### config.mk
export PLATFORM = sky130hd
export DESIGN_NAME = seq_shift_add_multiplier
export DESIGN_NICKNAME = d
export VERILOG_FILES = /design/src/rtl/seq_mul_pkg.sv /design/src/rtl/seq_mul_addsub.sv /design/src/rtl/seq_shift_add_multiplier.sv
export SDC_FILE = /design/constraint.sdc
export NUM_CORES = 1
export LEC_CHECK = 0
export CAP_MARGIN = 20
export CORE_MARGIN = 2
export CORE_UTILIZATION = 45
export CTS_BUF_LIST = sky130_fd_sc_hd__clkbuf_16
export DETAILED_ROUTE_END_ITERATION = 6
export HOLD_SLACK_MARGIN = 0.12
export PLACE_DENSITY_LB_ADDON = 0.25
export SYNTH_ARGS = -nofsm -noshare
export SYNTH_HDL_FRONTEND = slang
export SYNTH_HIERARCHICAL = 1
export SYNTH_SLANG_ARGS = --single-unit
### constraint.sdc
create_clock -name clk -period 10.1 [get_ports clk]
set_input_delay 1.515 -clock clk [delete_from_list [all_inputs] [get_ports clk]]
set_output_delay 1.515 -clock clk [all_outputs]
set_load 0.005 [all_outputs]
### src/rtl/seq_mul_pkg.sv
// Shared types for the iterative shift-and-add multiplier: FSM state encoding
// and the helper that sizes the iteration counter.
package seq_mul_pkg;

    typedef enum logic [1:0] {
        IDLE = 2'd0,
        RUN  = 2'd1,
        DONE = 2'd2
    } state_t;

    // Counter must hold 0..N, so it needs clog2(N+1) bits.
    function automatic int cnt_w(input int n);
        return $clog2(n + 1);
    endfunction

endpackage

### src/rtl/seq_mul_addsub.sv
// Combinational W-bit adder/subtractor used by the multiplier accumulator.
// The subtract path is only exercised when SEQ_MUL_SIGNED_EN is defined.
module seq_mul_addsub #(
    parameter int W = 16
) (
    input  logic [W-1:0] i_a,
    input  logic [W-1:0] i_b,
    input  logic         i_sub,
    output logic [W-1:0] o_sum
);

    always_comb begin
        o_sum = i_sub ? (i_a - i_b) : (i_a + i_b);
    end

endmodule

### src/rtl/seq_shift_add_multiplier.sv
// Iterative shift-and-add multiplier, one multiplier bit per clock, with
// valid/ready handshakes. Define SEQ_MUL_SIGNED_EN for two's-complement operands.
//
// Handshake: a transfer happens on a rising edge where valid && ready are both
// high; the producer holds data stable while valid is high and not yet accepted.
module seq_shift_add_multiplier
    import seq_mul_pkg::*;
#(
    parameter int M = 8,
    parameter int N = 8
) (
    input  logic           clk,
    input  logic           rst_n,
    input  logic           in_valid,
    output logic           in_ready,
    input  logic [M-1:0]   a,
    input  logic [N-1:0]   b,
    output logic           out_valid,
    input  logic           out_ready,
    output logic [M+N-1:0] product,
    output logic           busy,
    output state_t         dbg_state
);

    localparam int W  = M + N;
    localparam int CW = cnt_w(N);

    state_t         r_state;
    state_t         w_state_nxt;
    logic [W-1:0]   r_a_ext;
    logic [N-1:0]   r_b;
    logic [W-1:0]   r_acc;
    logic [W-1:0]   r_product;
    logic [CW-1:0]  r_count;

    logic           w_accept;
    logic           w_last;
    logic [N-1:0]   w_b_shift;
    logic           w_cur_bit;
    logic [W-1:0]   w_addend;
    logic [W-1:0]   w_sum;
    logic           w_sub;
    logic [W-1:0]   w_acc_nxt;
    logic [W-1:0]   w_a_ext_in;

    assign w_accept  = (r_state == IDLE) && in_valid;
    assign w_last    = (r_count == CW'(N - 1));
    assign w_b_shift = r_b >> r_count;
    assign w_cur_bit = w_b_shift[0];
    assign w_addend  = r_a_ext << r_count;

`ifdef SEQ_MUL_SIGNED_EN
    // The MSB of a two's-complement multiplier carries negative weight.
    assign w_a_ext_in = {{N{a[M-1]}}, a};
    assign w_sub      = w_last && w_cur_bit;
`else
    assign w_a_ext_in = {{N{1'b0}}, a};
    assign w_sub      = 1'b0;
`endif

    seq_mul_addsub #(.W(W)) u_addsub (
        .i_a   (r_acc),
        .i_b   (w_addend),
        .i_sub (w_sub),
        .o_sum (w_sum)
    );

    assign w_acc_nxt = w_cur_bit ? w_sum : r_acc;

    always_comb begin
        w_state_nxt = r_state;
        case (r_state)
            IDLE:    if (in_valid)  w_state_nxt = RUN;
            RUN:     if (w_last)    w_state_nxt = DONE;
            DONE:    if (out_ready) w_state_nxt = IDLE;
            default:                w_state_nxt = IDLE;
        endcase
    end

    always_ff @(posedge clk or negedge rst_n) begin
        if (!rst_n) begin
            r_state <= IDLE;
        end else begin
            r_state <= w_state_nxt;
        end
    end

    always_ff @(posedge clk or negedge rst_n) begin
        if (!rst_n) begin
            r_a_ext   <= '0;
            r_b       <= '0;
            r_acc     <= '0;
            r_product <= '0;
            r_count   <= '0;
        end else if (w_accept) begin
            r_a_ext <= w_a_ext_in;
            r_b     <= b;
            r_acc   <= '0;
            r_count <= '0;
        end else if (r_state == RUN) begin
            r_acc   <= w_acc_nxt;
            r_count <= r_count + 1'b1;
            if (w_last) begin
                r_product <= w_acc_nxt;
            end
        end
    end

    assign in_ready  = (r_state == IDLE);
    assign out_valid = (r_state == DONE);
    assign busy      = (r_state != IDLE);
    assign product   = r_product;
    assign dbg_state = r_state;

endmodule

### Word-level counts from Yosys, hierarchy flattened

Index checks and enable logic that the tools add are counted.

* memory bits (read-only): 0
* logic and storage cells: 32
* flip-flop bits (word level): 54
* latch bits: 0
* output and inout bits: 21
* bits in writable memories: 0
* input bits: 20
* memories: 0

* equality and inequality tests: 6
* reduce and logical (&&, ||, !) cells: 6
* add/subtract/negate cells: 2
* shift-type cells: 2
* multiply operators: 0
* bitwise logic cells: 1
* multiplexer cells: 9
* divide/modulo/power cells: 0
* magnitude comparators: 0

Operators with widths (count)
* two-way mux 16 bit: 3
* adder 16 bit: 1
* << shifter 8 x 4 -> 16 bit: 1
* two-way mux 4 bit: 2
* right shift 8 x 4 -> 1 bit: 1
* two-way mux 2 bit: 3
* one-hot mux 2 bit (3 select lines): 1
* AND reduction 3 bit: 2
* adder 4 x 1 -> 4 bit (second input constant): 1
* equality test 4 x 3 -> 1 bit (second input constant): 1
* != test 2 bit (second input constant): 2
* nonzero test 2 bit: 2
* equality test 2 x 1 -> 1 bit (second input constant): 1
* equality test 2 bit (second input constant): 1
* logical NOT 2 bit: 1
* != test 2 x 1 -> 1 bit (second input constant): 1
* logical AND 1 bit: 1
* NOT 1 bit: 1

### Logic depth before layout (Yosys ltp)

* depth in word-level cells: 5
* depth in mapped cells: 19

### Modules after synthesis

Netlist, hierarchy kept.

Modules (own cells, without submodules)
* seq_shift_add_multiplier: instances 1, sequential area each 1351.3 um2, cells an instance 295, area an instance 2885.3 um2
* seq_mul_addsub: instances 1, sequential area each 0.0 um2, cells an instance 136, area an instance 988.4 um2

### Worst setup path after synthesis

OpenSTA, ideal clock, no wires.

* path kind: register to register
* start point: register r_count[0]
* end point: register r_product[12] (netlist: product[12])
* library setup time: 0.069 ns
* required time: 10.031 ns
* cell stages (with the launch flop): 18
* arrival: 3.720 ns
* path slack: 6.311 ns
* clock period less this slack: 3.789 ns
* cell sequence: dfrtp_1 -> buf_2 -> buf_1 -> o21ai_0 -> and3_1 -> nand2b_1 -> or4_1 -> nor3_1 -> nor2_1 -> xnor2_1 -> ha_1 -> nand2_1 -> o22a_2 -> or3_1 -> a31oi_1 -> xnor2_1 -> nand4_1 -> nand3_1

* longest elaborated chain between the ends: 3

RTL lines
* start, declared: line seq_shift_add_multiplier.sv:34 `logic [CW-1:0] r_count;`
* start signal, assigned: line seq_shift_add_multiplier.sv:102 `r_count <= r_count + 1'b1;`
* << shifter 8 x 4 -> 16 bit: line seq_shift_add_multiplier.sv:50 `assign w_addend = r_a_ext << r_count;`
* via w_addend[2]: line seq_shift_add_multiplier.sv:40 `logic [W-1:0] w_addend;`
* adder 16 bit: line seq_mul_addsub.sv:13 `o_sum = i_sub ? (i_a - i_b) : (i_a + i_b);`
* via w_sum[12]: line seq_shift_add_multiplier.sv:41 `logic [W-1:0] w_sum;`
* two-way mux 16 bit: line seq_shift_add_multiplier.sv:68 `assign w_acc_nxt = w_cur_bit ? w_sum : r_acc;`
* end signal, assigned: line seq_shift_add_multiplier.sv:104 `r_product <= w_acc_nxt;`
* end, declared: line seq_shift_add_multiplier.sv:33 `logic [W-1:0] r_product;`

The timed path passes the listed nets, and every way through them passes these cells.
A chain may end at the register's enable or synchronous reset.

### Final worst setup path

* start point: register r_count[1]
* end point: register r_product[15] (netlist: product[15])

Same word-level chain as after synthesis.

==> impl_metrics.ini <==
[yosys]
async_flop_share = 1.000
synth-compound-area-share = 0.1373
ys.flop_type = dfrtp_1
seq_area_frac_synth = 0.3488
ys_types = 53
synthAdderAreaFrac = 0.06008
yosysWarnings = 6
yosys.area_share.simple = 0.1809
synth_top_area_frac = 0.3488
syn_area_per_cell_um2 = 8.988
netlist_area_um2 = 3874
synth_area_leader_cell = dfrtp_1
synth_area_leaders = dfrtp_1 35%, mux2i_1 8.8%, mux2_2 5.8%, ha_1 5.5%, xnor2_1 5.4%
synthMuxAreaShare = 0.1460
yosysMostFrequentCell = dfrtp_1
synth-seq-cells = 54
synth_top_family_by_area = simple AND/OR/NAND/NOR gates
syn_inst = 431
ys_top_cells_by_count = 54 x dfrtp_1, 46 x nand2_1, 34 x mux2i_1, 29 x inv_1, 24 x xnor2_1
synth_edf_count = 0
synthXorXnorAreaFrac = 0.06783

[global_route]
grt_overflow = 0
antenna_found_initial = 0
grt_util_all_layers = 0.1881
grt_pass1_wl_mm = 14.96
grt_max_degree = 55
grt_pass1_vias = 3166

[setup_path]
rr_endpoint = product[15]$_DFFE_PN0P_
regToRegSetupSlack_ns = 5.72
regToRegStartpoint = r_count[1]$_DFFE_PN0P_
cp_data_arrival_time_ns = 4.61
r2r_cells = 15
path_buf_inv = 0
cp_cell_sequence = mux2i_1, mux2i_1, a21oi_1, nor2_1, or4_1, nor3_1, a21oi_1, xnor2_1, ha_1, nand2_1, o31ai_1, o22ai_1, xnor2_1, nand4_1, nand3_1
critical_path_class = reg2reg
cp-end-kind = register
critPathMaxFanout = 22
cpMaxStageDelayCell = dfrtp_1
cp.depth = 15
max_stage_delay_ns = 0.87
start_kind = register
cp.required_ns = 10.33
crit_family = simple AND/OR/NAND/NOR gates

[timing]
tightest_slew_ns = 0.8717
relSlewSlack = 0.4189
drv_slew = 0
period_minus_slack_ns = 4.378
hold_viol_final = 0
finalCritPeriodShare = 0.4334
rsz0062_at_grt = no
setup-violations-final = 0
fmax_ghz = 0.2284
fin_worst_skew_ns = 0.005254
totalNegativeSetupSlack_ns = 0

[detailed_routing]
drt_pass1_iterations = 4
drt_wl_total_mm = 8.441
vias = 3187
drt_iter0_markers = 153
viasPerCell = 5.591
drc = 0
ant_nets = 0
routedWlPerCell_um = 14.81

[finish]
area_growth_pct = 16.05
stdcell_area_um2 = 4496
layout-drive-gt1-share = 0.1011
insertedDiodeCount = 0
utilization = 0.5417
nNetsFinal = 502

[cts]
postCtsSetupRepairBufs = 0
hold_buffers = 0
cts_inserted_buffers = 5
cts_tree = built
htree_levels = 2
clockBufferDepth = 2
clockRootBuffer = clkbuf_16
clk_latency_ns = 0.29
post_cts_resize_count = 0
clkTransAtPathRegs_ns = 0.08
cts_sinks = 54

[die]
ioPinCount = 41
die_h_um = 96.78
start_util = 0.4668
rows = 33
die_x_um = 96.78
core-area_um2 = 8299
dieArea_um2 = 9366

[worst_hold_path]
hold_class = reg2reg
min_path_cells = 2
min_from = product[3]$_DFFE_PN0P_
hold_end = product[3]$_DFFE_PN0P_

[placed_design]
placed_area_um2 = 4345
io_buffer_count = 40
gp_congestion = 0.8720
place_hpwl_mm = 5.939

[job]
drv_cap = 0

[status]
status = completed
## layout by cell type (no fill, tap or decap), types with 2 or more instances in the layout
master and count:
dfrtp_1 54, nand2_1 46, clkdlybuf4s50_1 39, mux2i_1 34, inv_1 29, xnor2_1 24
nor2_1 22, nand3_1 22, mux2_2 20, a21oi_1 19, o211ai_1 19, nand4_1 17
ha_1 17, o21ai_0 15, nand2b_1 9, nor3_1 6, conb_1 6, xor2_1 6
a31oi_1 5, clkbuf_16 5, buf_4 4, o22ai_1 3, and3_1 3, nor2b_1 3
nor4_1 2, nand3b_1 2, o31ai_1 2, a21o_1 2
## worst max path at each step
stage / start / endpoint / slack [ns]
2_1_floorplan: r_count[0]$_DFFE_PN0P_ / product[12]$_DFFE_PN0P_ / 6.31
3_3_place_gp: r_count[1]$_DFFE_PN0P_ / product[15]$_DFFE_PN0P_ / 5.88
3_5_place_dp: r_count[1]$_DFFE_PN0P_ / product[15]$_DFFE_PN0P_ / 5.75
4_1_cts: r_count[1]$_DFFE_PN0P_ / product[15]$_DFFE_PN0P_ / 5.71
5_1_grt: r_count[1]$_DFFE_PN0P_ / product[15]$_DFFE_PN0P_ / 5.20
6_report: r_count[1]$_DFFE_PN0P_ / product[15]$_DFFE_PN0P_ / 5.72
## per-layer routing
layer	global-route usage	part of all wire
met5	0	0
met2	0.3109	0.47
met4	0.05850	0.014
met3	0.03324	0.040
met1	0.2520	0.47
## cells by family after synthesis
family	Yosys count
AO/OA/AOI/OAI	79
multiplexers	54
flip-flops	54
XOR/XNOR	30
adder cells (fa/ha/maj)	18
buffers and inverters	53
other	1
AND/OR/NAND/NOR	142
## registers in the layout (all words and copies together) (netlist names)
name and count:
dbg_state 2, r_a_ext 8, r_acc 16, product 16, r_count 4, r_b 8
## worst min-delay path: stages, from the launching register on
cell and delay, ns:
dfrtp_1 0.34, nand2_1 0.05, nand3_1 0.05
## final cells by class
type | instances | area, µm²
clock buffers | 5 | 125.1
clock inverters | 3 | 25.02
fillers | 744 | 3804
inverters | 30 | 112.6
multi-input cells | 329 | 2325
flip-flops and latches | 54 | 1351
well taps | 105 | 131.4
repair buffers | 44 | 425.4
## through the flow
step                instances  hold slack, ns  worst slack [ns]
finish                    570          0.4735             5.722
global route              570          0.5083             5.196
CTS                       570          0.4823             5.713
detailed placement        562          0.4655             5.747
global placement          562          0.4614             5.876
floorplan                 436          0.4730             6.311
Power is not shown: default switching activity piles up to over one toggle a cycle in this logic, so the estimate is an artifact.
